--- src/rtl/alu_req_arbiter.sv ---
// Round-robin arbiter sharing one NonReversible_ALU between two requesters; one op in flight.
// Legal ops respond LAT cycles after accept, illegal ops the next cycle; response holds until resp_ready.

module NonReversible_ALU (
   input  logic        clk,
   input  logic [31:0] a,
   input  logic [31:0] b,
   input  logic [31:0] c,
   output logic [31:0] mux_result1,
   output logic [31:0] mux_result2,
   output logic [31:0] xor_result,
   output logic [31:0] and_result,
   output logic [31:0] or_result,
   output logic [31:0] add_result,
   output logic [31:0] mux_peres_result,
   output logic [31:0] nand_result,
   output logic [31:0] nor_result
);
   // Results are combinational so that a one-cycle settle latency is usable; clk is kept for the port contract.
   logic clk_unused;
   assign clk_unused = clk;

   assign mux_result1      = (a & ~c) | (b & c);
   assign mux_result2      = (a & c) | (b & ~c);
   assign xor_result       = a ^ b;
   assign and_result       = a & b;
   assign or_result        = a | b;
   assign add_result       = a + b;
   assign mux_peres_result = (a & b) ^ c;
   assign nand_result      = ~(a & b);
   assign nor_result       = ~(a | b);
endmodule

module alu_req_arbiter #(
   parameter int LAT   = 2,
   parameter int CNT_W = 16
) (
   input  logic             clk,
   input  logic             rst,
   input  logic             req0_valid,
   output logic             req0_ready,
   input  logic [3:0]       req0_op,
   input  logic [31:0]      req0_a,
   input  logic [31:0]      req0_b,
   input  logic [31:0]      req0_c,
   input  logic             req1_valid,
   output logic             req1_ready,
   input  logic [3:0]       req1_op,
   input  logic [31:0]      req1_a,
   input  logic [31:0]      req1_b,
   input  logic [31:0]      req1_c,
   output logic             resp_valid,
   input  logic             resp_ready,
   output logic             resp_id,
   output logic [31:0]      resp_data,
   output logic             resp_err,
   output logic             busy,
   output logic [CNT_W-1:0] op_count
);
   typedef enum logic [1:0] {IDLE, WAIT, RESP} state_t;

   localparam logic [3:0] WAIT_INIT = 4'(LAT - 1);

   state_t      state_q, state_d;
   logic [3:0]  wait_cnt;
   logic        last_grant;
   logic [3:0]  op_q;
   logic [31:0] a_q, b_q, c_q;

   logic        gnt_id, accept, op_legal;
   logic [3:0]  acc_op;
   logic [31:0] acc_a, acc_b, acc_c;
   logic [31:0] alu_res;

   logic [31:0] r_mux1, r_mux2, r_xor, r_and, r_or, r_add, r_peres, r_nand, r_nor;

   NonReversible_ALU u_alu (
      .clk              (clk),
      .a                (a_q),
      .b                (b_q),
      .c                (c_q),
      .mux_result1      (r_mux1),
      .mux_result2      (r_mux2),
      .xor_result       (r_xor),
      .and_result       (r_and),
      .or_result        (r_or),
      .add_result       (r_add),
      .mux_peres_result (r_peres),
      .nand_result      (r_nand),
      .nor_result       (r_nor)
   );

   // A lone requester always wins; on a tie the one not granted last goes first.
   always_comb begin
      gnt_id = req1_valid;
      if (req0_valid && req1_valid) gnt_id = ~last_grant;
      req0_ready = (state_q == IDLE) && req0_valid && !gnt_id;
      req1_ready = (state_q == IDLE) && req1_valid && gnt_id;
      accept     = req0_ready || req1_ready;
      acc_op     = gnt_id ? req1_op : req0_op;
      acc_a      = gnt_id ? req1_a  : req0_a;
      acc_b      = gnt_id ? req1_b  : req0_b;
      acc_c      = gnt_id ? req1_c  : req0_c;
      op_legal   = (acc_op <= 4'd8);
   end

   always_comb begin
      alu_res = '0;
      case (op_q)
         4'd0:    alu_res = r_mux1;
         4'd1:    alu_res = r_mux2;
         4'd2:    alu_res = r_xor;
         4'd3:    alu_res = r_and;
         4'd4:    alu_res = r_or;
         4'd5:    alu_res = r_add;
         4'd6:    alu_res = r_peres;
         4'd7:    alu_res = r_nand;
         4'd8:    alu_res = r_nor;
         default: alu_res = '0;
      endcase
   end

   always_comb begin
      state_d    = state_q;
      resp_valid = 1'b0;
      busy       = (state_q != IDLE);
      case (state_q)
         IDLE: if (accept) state_d = op_legal ? WAIT : RESP;
         WAIT: if (wait_cnt == 4'd0) state_d = RESP;
         RESP: begin
            resp_valid = 1'b1;
            if (resp_ready) state_d = IDLE;
         end
         default: state_d = IDLE;
      endcase
   end

   always_ff @(posedge clk or posedge rst) begin
      if (rst) begin
         state_q    <= IDLE;
         wait_cnt   <= 4'd0;
         last_grant <= 1'b1;
         op_q       <= 4'd0;
         a_q        <= '0;
         b_q        <= '0;
         c_q        <= '0;
         resp_id    <= 1'b0;
         resp_data  <= '0;
         resp_err   <= 1'b0;
         op_count   <= '0;
      end else begin
         state_q <= state_d;
         case (state_q)
            IDLE: begin
               if (accept) begin
                  last_grant <= gnt_id;
                  resp_id    <= gnt_id;
                  op_q       <= acc_op;
                  a_q        <= acc_a;
                  b_q        <= acc_b;
                  c_q        <= acc_c;
                  wait_cnt   <= WAIT_INIT;
                  if (!op_legal) begin
                     resp_data <= '0;
                     resp_err  <= 1'b1;
                  end
               end
            end
            WAIT: begin
               if (wait_cnt == 4'd0) begin
                  resp_data <= alu_res;
                  resp_err  <= 1'b0;
               end else begin
                  wait_cnt <= wait_cnt - 4'd1;
               end
            end
            RESP: if (resp_ready) op_count <= op_count + CNT_W'(1);
            default: ;
         endcase
      end
   end
endmodule

--- config.mk ---
export PLATFORM = sky130hd
export DESIGN_NAME = alu_req_arbiter
export DESIGN_NICKNAME = d
export VERILOG_FILES = /design/src/rtl/alu_req_arbiter.sv
export SDC_FILE = /design/constraint.sdc
export NUM_CORES = 1
export LEC_CHECK = 0
export ABC_AREA = 1
export ABC_CLOCK_PERIOD_IN_PS = 8800
export BUFFER_PORTS_ARGS = -buffer_cell sky130_fd_sc_hd__clkbuf_2
export CAP_MARGIN = 40
export CORE_ASPECT_RATIO = 0.75
export CORE_MARGIN = 2
export CORE_UTILIZATION = 51
export DETAILED_ROUTE_END_ITERATION = 7
export PLACE_DENSITY = 0.75
export SYNTH_ARGS = -nofsm -noshare
export SYNTH_HDL_FRONTEND = slang
export SYNTH_SLANG_ARGS = --single-unit
--- constraint.sdc ---
create_clock -name clk -period 8.8 [get_ports clk]
set_clock_uncertainty 0.15 [all_clocks]
set_input_delay 1.76 -clock clk [delete_from_list [all_inputs] [get_ports clk]]
set_output_delay 1.76 -clock clk [all_outputs]
set_load 0.05 [all_outputs]
==> impl_results.md <==
- Outcome: finished clean
- CTS Buffer Depth: 2
- Die Y: 140 µm
- CTS root buffer: clkbuf_16
- Synth-to-Final Area Change: 18.3%
- Crit Path Class: in -> out
- Row count: 49
- R2r worst-path depth: 11
- Synth unique cells: 46
- Syn Nets: 2234
- WL/cell: 17.0 µm
- Post-CTS Resized: 0
- Yosys top cell by area: dfrtp_1
- Clk Latency, worst-skew pair: 440 ps
- Synth Register Bits: 157
- Post-Syn Area: 12500 µm²
- Startpoint types: input pin
- Crit path arrival time: 3000 ps
- CTS tree: yes
- Number of flops mapped to enable cells by yosys: 0
- Ys async rst share: 1.00
- Initial DRC Count: 1383
- RePlAce Congestion: 0.931
- Leak Pwr: 0.00818 µW
- VDD IR max: 0.239 mV
- Grt ovf: 0
- Core area: 24000 µm²
- Ys flop type: dfrtp_1
- Ys Warns: 0
- Routed vias/inst: 5.50
- Area share of the largest cell type after synthesis: 0.312
- Buffers added on ports: 258
- Nature of the critical path endpoint: output port
- Tmin final: 4910 ps
- Hold Violations, Final: 0
- Setup TNS: 0 ps
- WHS: 313 ps
- Max capacitance violation total: 0
- Largest cells by area after synthesis: dfrtp_1 (31%), nand2_1 (22%), inv_1 (7.1%)
- Fin nets: 2451
- Ratio of cells with drive above 1 in the final layout: 0.152
- Max-slew violations: 0
- Slew @ Worst Pin: 885 ps
- TritonCTS buffer count: 17
- PD cells: 416 nW/µm²
- Sequential share of the synthesized area: 0.314
- Worst min path class: reg -> reg
- Worst slew margin: 0.410
- Die ar.: 25900 µm²
- Pre-CTS WS: 3890 ps
- GRT busiest layer: met1
- CP required: 6890 ps
- Final setup margin: 3890 ps
- WL final: 43000 µm
- CP max FO: 77
- Post-CTS Repair Setup Buffers: 0
- Dpl hpwl: 33800 µm
- DRC violations left: 0
- Vias in the first global route: 12527
- # H-tree levels: 4
- Global-route track usage on met3: 0.0929
- # hold bufs at CTS: 0
- Post-route ant nets: 0
- Die Wd: 185 µm
- Io pins: 259
- Layout Utilization: 0.617
- Mapped Avg Cell Area: 6.39 µm²
- Pin count of the biggest net entering global routing: 78
- # diodes: 0
- Met2 global-route usage: 0.463
- Gr usage total: 0.335
- Post-Synthesis Cells: 1961
- Routed via count: 13875
- Initial Utilization: 0.521
- CTS sink count: 157
- Worst Hold Depth: 1
- Final period utilization: 0.558
- Met1 Usage GRT: 0.520
- First drt pass iteration count: 6
- Fmax: 204 MHz
- First-pass GRT wire length: 67000 µm
- Clock transition at path regs: 60 ps
- Antenna violations before repair: 1
- RSZ-0062 raised after global routing: no
- Final setup viols: 0
[routing by layer]
| layer | part of all wire | routed length [µm] | vias to the layer above |
|---|---|---|---|
| met3 | 0.12 | 5090 | 37 |
| met2 | 0.40 | 17300 | 709 |
| met4 | 0.010 | 449 | 2 |
| met5 | 0.00028 | 12 | - |
| li1 | - | - | 6783 |
| met1 | 0.47 | 20100 | 6344 |
[area by class of cell]
cell class                 instances  area (µm²)
fill                            2323        9220
multi-input combinational       1484        7300
sequential                       157        3930
timing repair buffer             275        1630
inverter                         243         922
clock buffer                      20         467
tap                              331         414
clock inverter                    12         155
[cells in the final DEF, fill, tap and decap left out, drive strengths merged, types with 3 or more instances in the layout]
| master | instances |
|---|---|
| nor4 | 3 |
| clkinv | 6 |
| xor2 | 10 |
| xnor2 | 11 |
| ha | 67 |
| or2 | 5 |
| clkbuf | 278 |
| nand3b | 4 |
| o211ai | 34 |
| o2111ai | 12 |
| nor2 | 196 |
| nand3 | 74 |
| buf | 17 |
| a22oi | 7 |
| nor3 | 19 |
| o21ai | 80 |
| dfrtp | 156 |
| o22ai | 20 |
| nand2 | 732 |
| inv | 246 |
| a31oi | 97 |
| nand4 | 16 |
| a21oi | 82 |
[worst max-delay path: stages]
cell,delay (ps)
clkbuf_2,90
nand2_1,80
nand2_4,260
buf_16,300
inv_2,70
nor2_2,120
clkbuf_2,290
[cells in the mapped netlist, types with 17 or more instances]
| library cell | n |
|---|---|
| nand2_1 | 728 |
| inv_1 | 238 |
| nor2_1 | 189 |
| dfrtp_1 | 156 |
| a31oi_1 | 97 |
| a21oi_1 | 82 |
| o21ai_0 | 78 |
| nand3_1 | 74 |
| ha_1 | 67 |
| buf_2 | 48 |
| o211ai_1 | 34 |
| clkbuf_1 | 21 |
| o22ai_1 | 20 |
| nor3_1 | 17 |
[registers in the layout (all words and copies together), names as in the netlist, 2 cells and up]
register and count:
b_q 32, c_q 32, resp_data 32, op_q 4
op_count 16, state_q 2, wait_cnt 4, a_q 32
[power breakdown]
group          total [µW]  switching, µW  internal, µW
logic                3950           2720          1230
registers            1440            411          1030
clock network         773            324           449
total                6160           3450          2710
[cells by family (layout without fill, tap and decap cells)]
family | after synthesis | after routing | share of synthesized area
AOI/OAI and AO/OA | 344 | 344 | 0.164
DFF | 157 | 157 | 0.314
buffers and inverters | 320 | 550 | 0.104
and+or+nand+nor | 1051 | 1051 | 0.335
adders and majority gates | 68 | 68 | 0.0685
xor gates and xnor gates | 21 | 21 | 0.0147
[final timing paths]
check                                  start           end  slack [ps]
worst max-delay path              req0_valid    req0_ready        3890
worst min-delay path            op_count[15]  op_count[15]         310
worst max register to register    last_grant        b_q[0]        5530
worst min register to register  op_count[15]  op_count[15]         310
max in group asynchronous                rst       b_q[31]        5930
min in group asynchronous                rst   op_count[7]        1140
[per-stage QoR]
stage               instance area [µm²]  power [µW]  std cells
CTS                               14800        6040       2522
finish                            14800        6160       2522
global placement                  13900        5080       2479
detailed placement                14200        5240       2490
global route                      14800        6690       2522
floorplan                         12500        4070       1961
No activity file was read; power rests on OpenSTA's default activity.
